`config.mk`:
```
export PLATFORM = sky130hd
export DESIGN_NAME = pc_sequencer
export DESIGN_NICKNAME = d
export VERILOG_FILES = /design/src/rtl/pc_sequencer.sv
export SDC_FILE = /design/constraint.sdc
export NUM_CORES = 1
export LEC_CHECK = 0
export CORE_UTILIZATION = 37
export CTS_CLUSTER_DIAMETER = 30
export CTS_CLUSTER_SIZE = 40
export DETAILED_ROUTE_END_ITERATION = 8
export HOLD_SLACK_MARGIN = 0.12
export PLACE_DENSITY = 0.81
export SYNTH_ARGS = -nofsm -noshare
export SYNTH_HDL_FRONTEND = slang
export SYNTH_SLANG_ARGS = --single-unit
```
`constraint.sdc`:
```
create_clock -name clk -period 2.2 [get_ports clk]
set_input_delay 0.44 -clock clk [delete_from_list [all_inputs] [get_ports clk]]
set_output_delay 0.44 -clock clk [all_outputs]
set_load 0.01 [all_outputs]
```
`src/rtl/pc_sequencer.sv`:
```
// pc_sequencer
// Fetch-PC sequencer and immediate-unit controller for the pipelined RV32 core.
// It decodes the decode-stage opcode into the immediate-generator select. It
// redirects fetch on JAL, JALR and taken branches. After each redirect it holds
// the IF/ID flush for FLUSH_CYCLES cycles.
//
// Optional feature: define PC_SEQ_HALT_EN to add the HALT state. In that build,
// EBREAK in decode halts fetch until a `resume` pulse arrives. Without the macro,
// EBREAK is an ordinary pc+4 instruction, `halted` is tied low and `resume` is
// not used.
//
// Parameters:
//   RESET_PC      fetch PC loaded on reset
//   FLUSH_CYCLES  cycles `flush` stays high after a redirect (1..7)
// Ports:
//   clk, rst_n    clock, asynchronous active-low reset
//   id_ins/id_pc  decode-stage instruction and its PC
//   id_valid      decode slot holds a real instruction
//   stall         hazard hold; freezes the PC while in RUN
//   br_taken      branch condition for id_ins
//   imm_target    PC-relative target from the immediate generator
//   jalr_target   rs1+imm for JALR
//   resume        leave HALT (single-cycle pulse)
//   imm_sel       immediate select (combinational)
//   pc            registered fetch PC
//   flush         registered IF/ID kill
//   redirect      registered one-cycle redirect pulse
//   halted        registered HALT indicator
module pc_sequencer #(
    parameter logic [31:0] RESET_PC     = 32'h0000_0000,
    parameter int          FLUSH_CYCLES = 2
) (
    input  logic        clk,
    input  logic        rst_n,
    input  logic [31:0] id_ins,
    input  logic [31:0] id_pc,
    input  logic        id_valid,
    input  logic        stall,
    input  logic        br_taken,
    input  logic [31:0] imm_target,
    input  logic [31:0] jalr_target,
    input  logic        resume,
    output logic [2:0]  imm_sel,
    output logic [31:0] pc,
    output logic        flush,
    output logic        redirect,
    output logic        halted
);

    localparam logic [6:0] OP_LOAD   = 7'b0000011;
    localparam logic [6:0] OP_IMM    = 7'b0010011;
    localparam logic [6:0] OP_JALR   = 7'b1100111;
    localparam logic [6:0] OP_STORE  = 7'b0100011;
    localparam logic [6:0] OP_BRANCH = 7'b1100011;
    localparam logic [6:0] OP_LUI    = 7'b0110111;
    localparam logic [6:0] OP_AUIPC  = 7'b0010111;
    localparam logic [6:0] OP_JAL    = 7'b1101111;

    localparam logic [2:0] FLUSH_LOAD = 3'(FLUSH_CYCLES - 1);

`ifdef PC_SEQ_HALT_EN
    typedef enum logic [1:0] {S_RUN, S_FLUSH, S_HALT} state_t;
`else
    typedef enum logic [1:0] {S_RUN, S_FLUSH} state_t;
`endif

    state_t      state;
    logic [2:0]  fcnt;
    logic [6:0]  opcode;
    logic        take_redirect;
    logic [31:0] target;

    assign opcode = id_ins[6:0];

    // Immediate-format select; unknown opcodes get the spare code 101.
    always_comb begin
        imm_sel = 3'b101;
        case (opcode)
            OP_LOAD, OP_IMM, OP_JALR: imm_sel = 3'b000;
            OP_STORE:                 imm_sel = 3'b001;
            OP_BRANCH:                imm_sel = 3'b010;
            OP_LUI, OP_AUIPC:         imm_sel = 3'b011;
            OP_JAL:                   imm_sel = 3'b100;
            default:                  imm_sel = 3'b101;
        endcase
    end

    // Redirect decision and target. JALR clears bit 0. B/J targets are used as given.
    always_comb begin
        take_redirect = id_valid && ((opcode == OP_JAL) || (opcode == OP_JALR) ||
                                     ((opcode == OP_BRANCH) && br_taken));
        target = (opcode == OP_JALR) ? {jalr_target[31:1], 1'b0} : imm_target;
    end

`ifdef PC_SEQ_HALT_EN
    logic is_ebreak;
    assign is_ebreak = id_valid && (id_ins == 32'h0010_0073);

    logic unused_bits;
    assign unused_bits = &{1'b0, jalr_target[0]};
`else
    assign halted = 1'b0;

    logic unused_bits;
    assign unused_bits = &{1'b0, jalr_target[0], resume, id_pc, id_ins[31:7]};
`endif

    // Sequencer. redirect defaults low, so it pulses for exactly one cycle.
    // fcnt loads FLUSH_CYCLES-1 so that flush stays high for FLUSH_CYCLES edges.
    always_ff @(posedge clk or negedge rst_n) begin
        if (!rst_n) begin
            state    <= S_RUN;
            pc       <= RESET_PC;
            flush    <= 1'b0;
            redirect <= 1'b0;
            fcnt     <= 3'd0;
`ifdef PC_SEQ_HALT_EN
            halted   <= 1'b0;
`endif
        end else begin
            redirect <= 1'b0;
            case (state)
                S_RUN: begin
                    if (stall) begin
                        // Hold. id_ins is held too, so a pending redirect fires later.
                    end else if (take_redirect) begin
                        pc       <= target;
                        redirect <= 1'b1;
                        flush    <= 1'b1;
                        fcnt     <= FLUSH_LOAD;
                        state    <= S_FLUSH;
                    end
`ifdef PC_SEQ_HALT_EN
                    else if (is_ebreak) begin
                        pc     <= id_pc + 32'd4;
                        halted <= 1'b1;
                        flush  <= 1'b1;
                        state  <= S_HALT;
                    end
`endif
                    else begin
                        pc <= pc + 32'd4;
                    end
                end
                S_FLUSH: begin
                    pc <= pc + 32'd4;
                    if (fcnt != 3'd0) begin
                        fcnt <= fcnt - 3'd1;
                    end else begin
                        flush <= 1'b0;
                        state <= S_RUN;
                    end
                end
`ifdef PC_SEQ_HALT_EN
                S_HALT: begin
                    if (resume) begin
                        halted <= 1'b0;
                        flush  <= 1'b0;
                        state  <= S_RUN;
                    end
                end
`endif
                default: state <= S_RUN;
            endcase
        end
    end

endmodule

```
==> impl_metrics.csv, run 1 <==
group,metric,value,unit
status,status,"complete, no violations",
worst_setup_path,critPathSlowestCell,"clkdlybuf4s50_1",
global_route,grt_pass1_vias,2989,
timing,rsz0062_at_grt,"yes",
worst_setup_path,cp-end-kind,"output pin",
logic_synthesis,synth_seq_cells,37,
floorplan,io-pin-count,172,
clocking,cts_tree,"done",
placement,placed_cells,533,
pwr,power.density,636,mW/mm²
logic_synthesis,ys_warn_count,0,
worst_setup_path,critical_path_depth,6,
floorplan,dieArea,0.00763,mm²
placement,port_buffers,111,
final_layout,area_growth_syn_to_layout,60.6,%
clocking,holdBufCountCts,0,
timing,timing.fmax,463,MHz
worst_setup_path,cpLargestDelayFamily,"buffers and inverters",
timing,tightest_slew,554,ps
logic_synthesis,synth_nets,438,
placement,dpl-instance-area,0.00415,mm²
worst_setup_path,worstSetupPathType,"in2out",
floorplan,start_util,0.390,
logic_synthesis,synth-edff-count,0,
worst_setup_path,reg2reg_depth,7,
logic_synthesis,synth_cell_types,62,
logic_synthesis,yosys.area.top_type,"dfrtp_1",
global_route,grt_max_degree,25,
hold_path,hold_class,"in2async",
final_layout,fin_util,0.627,
floorplan,core,0.00691,mm²
worst_setup_path,crit_required,1760,ps
worst_setup_path,crit_path_max_fanout,4,
worst_setup_path,start_kind,"primary input",
pwr,power,2750,µW
global_route,track_usage,0.234,
worst_setup_path,slowest_delay,500,ps
final_layout,n_antenna_cell,0,
clocking,cts.clk_slew.worst_paths,90,ps
logic_synthesis,synthArstFlopShare,1.00,
worst_setup_path,path_buf_inv,3,
logic_synthesis,syn_avg_cell_area,8.95,µm²
timing,hold_violations,0,
clocking,insertion_delay,310,ps
routing,drt_iter0_drc,183,
final_layout,fin_area,0.00433,mm²
timing,relSlewSlack,0.627,
routing,drtAntennaViolNets,0,
floorplan,dieHeight,87.3,µm
timing,setup_ws,38.2,ps
timing,finalCriticalPeriod,2160,ps
logic_synthesis,syn_inst,301,
logic_synthesis,syn_area,0.00270,mm²
global_route,antenna_found_initial,0,
final_layout,layout.nets,584,
placement,dp.final_hpwl,6760,µm
timing,clock_skew,18.6,ps
clocking,clk_path_buf_depth,2,
clocking,numCtsBuffers,5,
logic_synthesis,synth_area_leaders,"dfrtp_1 34%, mux2i_1 7.4%, mux2_2 5.8%, a21oi_1 4.5%, o21ai_0 3.9%",
floorplan,rows,30,
worst_setup_path,worstPathCellList,"clkdlybuf4s50_1 -> nand3b_1 -> buf_4 -> o21ai_0 -> and2_1 -> clkdlybuf4s15_2",
routing,routed-via-count,3063,
job,maxCapViolations,0,
routing,wire_per_inst,16.1,µm
logic_synthesis,synth_top_area_frac,0.344,
final_layout,drive_gt1_frac,0.205,
routing,drtPass1Iterations,5,
placement,dp_slack,-489,ps
pwr,leakage,0.00192,µW
clocking,htree_levels,2,
routing,routed_wl,8770,µm
routing,drt_drc_violations_left,0,
logic_synthesis,synth-main-ff-cell,"dfrtp_1",
global_route,grt_first_pass_wirelength,14000,µm
clocking,cts_num_sinks,37,
placement,gp_congestion,0.868,
clocking,cts-root-buf,"clkbuf_8",
pwr,peakVddDrop,317,µV
routing,avgViaCountPerCell,5.63,
logic_synthesis,seq_area_frac_synth,0.344,
final_layout,instances_no_fill,544,
floorplan,die_x,87.3,µm
timing,drv_slew,0,
timing,min_period_over_period,0.983,
global_route,grt_overflow_total,0,
worst_setup_path,rrSetupSlack,90,ps
worst_setup_path,crit_arrival,1720,ps
timing,setup_viol,0,
[registers in the layout (all words and copies together) (netlist names)]
register	count
redirect	1
pc	32
flush	1
fcnt	3
[placed cells by master, fill, tap and decap left out, drive strengths merged, types with 4 or more instances in the layout]
master         netlist  final
clkdlybuf4s50        0    107
buf                  7     49
dfrtp               37     37
nand2               25     25
a21oi               24     24
nor2                24     24
o21ai               22     22
mux2i               20     20
mux2                14     14
nand3               13     13
nand4                9      9
inv                  7      7
a221oi               7      7
and3                 7      7
nor3                 7      7
clkbuf              12      6
o22ai                5      5
a221o                5      5
nand2b               4      4
and4                 4      4
a21o                 4      4
[routing by layer]
metal	track usage	share of wire	routed length, µm
met2	0.408	0.50	4420
met3	0.0578	0.070	614
met1	0.281	0.41	3600
met5	0	0	0
met4	0.0775	0.016	142
[layout make-up]
class                           instances  area (µm²)
Fill cell                             599        2580
Multi-Input combinational cell        237        1650
Timing Repair Buffer                  158        1470
Sequential cell                        37         926
Tap cell                               96         120
Clock buffer                            5        68.8
Clock inverter                          3        65.1
Inverter                                8        30.0
[cells by family (layout without fill, tap and decap cells)]
| logic type | Yosys count | in the layout | synth area share |
|---|---|---|---|
| muxes | 34 | 34 | 0.133 |
| and+or+nand+nor | 107 | 107 | 0.220 |
| AOI/OAI and AO/OA | 92 | 92 | 0.233 |
| other | 1 | 1 | 0.00139 |
| DFF | 37 | 37 | 0.344 |
| adders and majority gates | 3 | 3 | 0.0139 |
| buffers and inverters | 27 | 174 | 0.0557 |
[report_power, final]
group | total (µW) | internal, µW | switching (µW)
clock network | 716 | 451 | 265
logic | 1050 | 597 | 449
registers | 993 | 830 | 162
[cell usage after synthesis, types with 5 or more instances]
master	number
o21ai_0	21
a21oi_1	24
a221oi_1	7
dfrtp_1	37
nand4_1	8
and3_1	6
nor3_1	6
mux2_2	14
o22ai_1	5
nor2_1	24
nand3_1	13
clkbuf_1	11
inv_1	7
mux2i_1	20
nand2_1	25
[repair_timing]
action                                  4_1_cts  5_1_grt
pin swaps                                     1        4
gates resized for setup                      10       11
buffers inserted                              0        3
endpoints found under the setup margin       28        9
[path summary, 6_finish.rpt]
check	startpoint	endpoint
setup / recovery	id_ins[5]	imm_sel[1]
hold / removal	rst_n	pc[10]$_DFFE_PN0P_
setup reg to reg	pc[3]$_DFFE_PN0P_	pc[26]$_DFFE_PN0P_
hold reg to reg	pc[0]$_DFFE_PN0P_	pc[0]$_DFFE_PN0P_
max in group asynchronous	rst_n	pc[19]$_DFFE_PN0P_
min in group clk	pc[0]$_DFFE_PN0P_	pc[0]$_DFFE_PN0P_
[stage by stage]
step                hold slack (ps)  TNS [ps]
floorplan                       144         0
global placement                456    -12190
detailed placement              458    -12530
CTS                             133     -76.9
global route                    148     -38.8
finish                          109         0
[worst register-to-register path, delay by kind of cell (launching register included)]
kind / cells / cell delay [ps]
adders and majority gates: 1 / 170
DFF: 1 / 400
and+or+nand+nor: 3 / 920
buffers and inverters: 1 / 140
AOI/OAI and AO/OA: 2 / 370
Power figures use the tool's default switching activity.
==> run 2: changes to the inputs <==
--- a/config.mk
+++ b/config.mk
@@ -5,6 +5,7 @@
 export SDC_FILE = /design/constraint.sdc
 export NUM_CORES = 1
 export LEC_CHECK = 0
+export CORE_MARGIN = 1.5
 export CORE_UTILIZATION = 37
 export CTS_CLUSTER_DIAMETER = 30
 export CTS_CLUSTER_SIZE = 40
==> impl_metrics.csv, run 2 (synthesis gave the netlist of run 1 again) <==
group,metric,value,unit
status,status,"complete, no violations",
placement,dp.final_hpwl,6750,µm
placement,gp_congestion,0.898,
timing,tns,0,ps
pwr,switchingPower,862,µW
floorplan,start_util,0.390,
timing,clock_skew,8.02,ps
clocking,cts.clk_slew.worst_paths,80,ps
worst_setup_path,crit_required,2380,ps
job,maxCapViolations,0,
worst_setup_path,cp-end-kind,"flip-flop",
global_route,grt_pass1_vias,2875,
floorplan,core,0.00691,mm²
clocking,cts_num_sinks,37,
clocking,clk_path_buf_depth,2,
timing,relSlewSlack,0.659,
worst_setup_path,r2r_end,"pc[24]$_DFFE_PN0P_",
worst_setup_path,crit_arrival,2300,ps
timing,drv_slew,0,
final_layout,drive_gt1_frac,0.230,
clocking,cts-root-buf,"clkbuf_8",
final_layout,instances_no_fill,556,
global_route,grt_first_pass_wirelength,13600,µm
routing,drt_drc_violations_left,0,
clocking,cts_tree,"done",
timing,timing.fmax,470,MHz
routing,avgViaCountPerCell,5.70,
pwr,leakage,0.00202,µW
timing,min_period_over_period,0.966,
worst_setup_path,crit_path_max_fanout,4,
global_route,grt_max_degree,38,
final_layout,fin_area,0.00447,mm²
timing,finalCriticalPeriod,2130,ps
worst_setup_path,reg2reg_depth,7,
clocking,insertion_delay,300,ps
routing,routed_wl,9660,µm
final_layout,final_cell_mix,"101 x clkdlybuf4s50_1, 50 x buf_4, 37 x dfrtp_1",
global_route,grt_overflow_total,0,
routing,wire_per_inst,17.4,µm
timing,tightest_slew,507,ps
worst_setup_path,start_kind,"flip-flop",
final_layout,top_regs,"pc: 32 flops, fcnt: 3 flops",
placement,dpl-instance-area,0.00414,mm²
worst_setup_path,worstReg2RegStart,"pc[2]$_DFFE_PN0P_",
final_layout,area_growth_syn_to_layout,66.0,%
hold_path,hold_class,"in2async",
pwr,power.density,559,mW/mm²
placement,placed_cells,527,
clocking,htree_levels,2,
floorplan,dieHeight,88.3,µm
floorplan,io-pin-count,172,
clocking,holdBufCountCts,0,
routing,drtAntennaViolNets,0,
worst_setup_path,worstSetupPathType,"reg2reg",
final_layout,largest-register,"pc",
pwr,internal_power,1640,µW
pwr,peakVddDrop,417,µV
pwr,p_clk_frac,0.188,
pwr,power_frac_comb,0.418,
routing,drt_iter0_drc,266,
floorplan,rows,30,
timing,hold_violations,0,
worst_setup_path,crit_end,"pc[24]$_DFFE_PN0P_",
final_layout,final_common_cell,"clkdlybuf4s50_1",
placement,port_buffers,111,
final_layout,largest_reg_flops,32,
pwr,switching_share,0.345,
final_layout,layout.nets,596,
routing,routed-via-count,3167,
worst_setup_path,rrSetupSlack,70,ps
routing,drtPass1Iterations,6,
global_route,antenna_found_initial,0,
global_route,track_usage,0.223,
final_layout,fin_util,0.648,
floorplan,die_x,88.3,µm
worst_setup_path,critPathLaunch,"pc[2]$_DFFE_PN0P_",
floorplan,dieArea,0.00780,mm²
final_layout,n_antenna_cell,0,
clocking,numCtsBuffers,5,
timing,setup_viol,0,
pwr,seqPwrFrac,0.394,
[run 2: what timing repair did]
action | 4_1_cts | 5_1_grt
cloned | 0 | 1
endpoints found under the setup margin | 15 | 19
buffers inserted | 1 | 20
resized for setup | 12 | 21
pin swaps | 0 | 7
[run 2: power groups by stage]
stage / combinational [µW] / sequential [µW] / clock (µW)
6_report: 1050 / 985 / 470
5_1_grt: 1130 / 1000 / 507
4_1_cts: 1030 / 981 / 484
3_5_place_dp: 1020 / 995 / 0
3_3_place_gp: 983 / 981 / 0
2_1_floorplan: 352 / 1050 / 0
[run 2: through the flow]
stage | hold slack [ps] | total power, µW | worst slack, ps
after floorplan | 144 | 1400 | 165
after global routing | 226 | 2640 | -13.8
after CTS | 208 | 2490 | 16.6
final | 196 | 2500 | 74.6
after global placement | 462 | 1960 | -327
after detailed placement | 465 | 2020 | -379
[run 2: final cells by class]
class                      instances  area, µm²
tap                               96        120
multi-input combinational        237       1670
sequential                        37        926
inverter                           8       33.8
clock buffer                       6       72.6
fill                             583       2430
timing repair buffer             170       1640
clock inverter                     2       10.0
[run 2: how the worst min path moves through the flow]
stage / startpoint / endpoint / slack, ps
final: rst_n / pc[17]$_DFFE_PN0P_ / 200
after global routing: rst_n / pc[3]$_DFFE_PN0P_ / 230
after CTS: rst_n / pc[8]$_DFFE_PN0P_ / 210
after detailed placement: pc[0]$_DFFE_PN0P_ / pc[0]$_DFFE_PN0P_ / 460
after global placement: pc[0]$_DFFE_PN0P_ / pc[0]$_DFFE_PN0P_ / 460
after floorplan: rst_n / fcnt[0]$_DFFE_PN0P_ / 140
[run 2: critical path, stage by stage, from the launching register on]
cell and delay (ps):
dfrtp_1 370, ha_2 210, nand3_1 140, or4_4 560
nor3_4 210, buf_4 160, o22ai_1 70, a221o_2 300
[run 2: layer usage]
metal	global-route usage	share of wire
met5	0	0
met4	0.0838	0.025
met3	0.0466	0.078
met2	0.383	0.50
met1	0.275	0.40
==> run 3: changes to the inputs <==
--- a/config.mk
+++ b/config.mk
@@ -6,12 +6,12 @@
 export NUM_CORES = 1
 export LEC_CHECK = 0
 export CORE_MARGIN = 1.5
-export CORE_UTILIZATION = 37
+export CORE_UTILIZATION = 50
 export CTS_CLUSTER_DIAMETER = 30
 export CTS_CLUSTER_SIZE = 40
 export DETAILED_ROUTE_END_ITERATION = 8
+export DONT_BUFFER_PORTS = 1
 export HOLD_SLACK_MARGIN = 0.12
-export PLACE_DENSITY = 0.81
 export SYNTH_ARGS = -nofsm -noshare
 export SYNTH_HDL_FRONTEND = slang
 export SYNTH_SLANG_ARGS = --single-unit
==> constraint.sdc (replaced) <==
create_clock -name clk -period 2.2 [get_ports clk]
set_input_delay 0.44 -clock clk [delete_from_list [all_inputs] [get_ports clk]]
set_output_delay 0.44 -clock clk [all_outputs]
set_load 0.1 [all_outputs]
==> impl_metrics.csv, run 3 (synthesis gave the netlist of run 1 again) <==
group,metric,value,unit
status,status,"complete, no violations",
placement,dp.final_hpwl,5380,µm
final_layout,final_common_cell,"buf_4",
routing,drtPass1Iterations,5,
clocking,cts_tree,"done",
floorplan,rows,26,
final_layout,area_growth_syn_to_layout,24.8,%
timing,relSlewSlack,0.581,
timing,clock_skew,11.8,ps
clocking,cts.clk_slew.worst_paths,80,ps
timing,min_period_over_period,0.973,
global_route,grt_pass1_vias,2397,
worst_setup_path,worstSetupPathType,"reg2reg",
routing,avgViaCountPerCell,6.18,
global_route,antenna_found_initial,0,
final_layout,largest-register,"pc",
routing,wire_per_inst,17.8,µm
clocking,htree_levels,2,
final_layout,n_antenna_cell,0,
timing,timing.fmax,467,MHz
global_route,grt_overflow_total,0,
job,maxCapViolations,0,
clocking,cts_num_sinks,37,
worst_setup_path,crit_path_max_fanout,7,
timing,setup_viol,0,
pwr,power.density,994,mW/mm²
timing,hold_violations,0,
routing,routed_wl,7430,µm
pwr,peakVddDrop,564,µV
worst_setup_path,crit_required,2380,ps
final_layout,top_regs,"pc: 32 flops, fcnt: 3 flops",
clocking,insertion_delay,300,ps
final_layout,largest_reg_flops,32,
hold_path,hold_class,"in2reg",
final_layout,fin_util,0.655,
floorplan,core,0.00514,mm²
clocking,numCtsBuffers,5,
final_layout,final_cell_mix,"52 x buf_4, 25 x nand2_1, 24 x nor2_1, 24 x a21oi_1, 21 x o21ai_0",
timing,tightest_slew,627,ps
floorplan,die_x,76.4,µm
floorplan,dieHeight,76.4,µm
placement,gp_congestion,0.855,
routing,drt_iter0_drc,185,
worst_setup_path,start_kind,"flip-flop",
floorplan,io-pin-count,172,
clocking,cts-root-buf,"clkbuf_8",
global_route,track_usage,0.253,
placement,port_buffers,0,
floorplan,dieArea,0.00584,mm²
clocking,clk_path_buf_depth,2,
pwr,leakage,0.00152,µW
timing,tns,0,ps
timing,drv_slew,0,
worst_setup_path,cp-end-kind,"flip-flop",
global_route,grt_max_degree,38,
floorplan,start_util,0.524,
routing,routed-via-count,2585,
routing,drtAntennaViolNets,0,
routing,drt_drc_violations_left,0,
timing,finalCriticalPeriod,2140,ps
global_route,grt_first_pass_wirelength,11900,µm
final_layout,layout.nets,484,
worst_setup_path,crit_arrival,2320,ps
final_layout,drive_gt1_frac,0.348,
-- run 3: changes by cell type in the layout (fill, tap and decap cells not counted), sizes merged --
cell	before	now
buf	59	57
bufinv	0	1
clkbuf	7	6
clkdlybuf4s15	2	0
clkdlybuf4s50	101	0
clkinv	2	1
dlygate4sd2	3	0
dlygate4sd3	0	1
dlymetal6s2s	4	0
-- run 3: stage by stage --
stage | setup WS, ps | instance area (µm²) | instances | hold slack (ps) | power (µW)
floorplan | -111 | 2760 | 301 | 144 | 2320
global placement | 61.0 | 3160 | 405 | 146 | 2650
detailed placement | 48.2 | 3160 | 405 | 146 | 2670
CTS | 66.8 | 3310 | 415 | 258 | 3330
global route | -7.50 | 3360 | 418 | 257 | 3500
finish | 59.7 | 3360 | 418 | 265 | 3340
-- run 3: worst max-delay path, cell delays in order, from the launching register on --
cell and delay, ps:
dfrtp_4 450, ha_4 170, nand3_4 70, or4_4 590, nor3_4 230, buf_6 160
o22ai_2 60, a221o_2 290
-- run 3: layout make-up --
class                           instances  area (µm²)
Clock inverter                          2        37.5
Timing Repair Buffer                   58         483
Sequential cell                        37         968
Inverter                                8        30.0
Clock buffer                            6        82.6
Fill cell                             453        1780
Tap cell                               70        87.6
Multi-Input combinational cell        237        1680
-- run 3: worst paths after layout --
path,start,to,cells past startpoint,slack (ps)
worst max-delay path,pc[3]$_DFFE_PN0P_,pc[24]$_DFFE_PN0P_,7,60
worst min-delay path,imm_target[0],pc[0]$_DFFE_PN0P_,2,260
worst max register to register,pc[3]$_DFFE_PN0P_,pc[24]$_DFFE_PN0P_,7,60
worst min register to register,fcnt[1]$_DFFE_PN0P_,fcnt[1]$_DFFE_PN0P_,2,520
max in group asynchronous,rst_n,pc[21]$_DFFE_PN0P_,2,1380
min in group asynchronous,rst_n,pc[8]$_DFFE_PN0P_,2,600
-- run 3: metal layers --
metal,up-vias,part of all wire,track usage
met5,-,0,0
met1,1219,0.46,0.357
li1,1245,-,-
met4,0,0.0077,0.0611
met2,113,0.45,0.388
met3,8,0.085,0.0671
-- run 3: power breakdown --
part,switching (µW),internal [µW]
sequential,157,865
clock,265,369
combinational,1300,392
-- run 3: timing repair --
item                                    in CTS  in global routing
gates resized for setup                      0                  6
endpoints found under the setup margin       0                  3
hold buffers                                 2                  0
setup buffers                                0                  3
endpoints found under the hold margin       37                  0
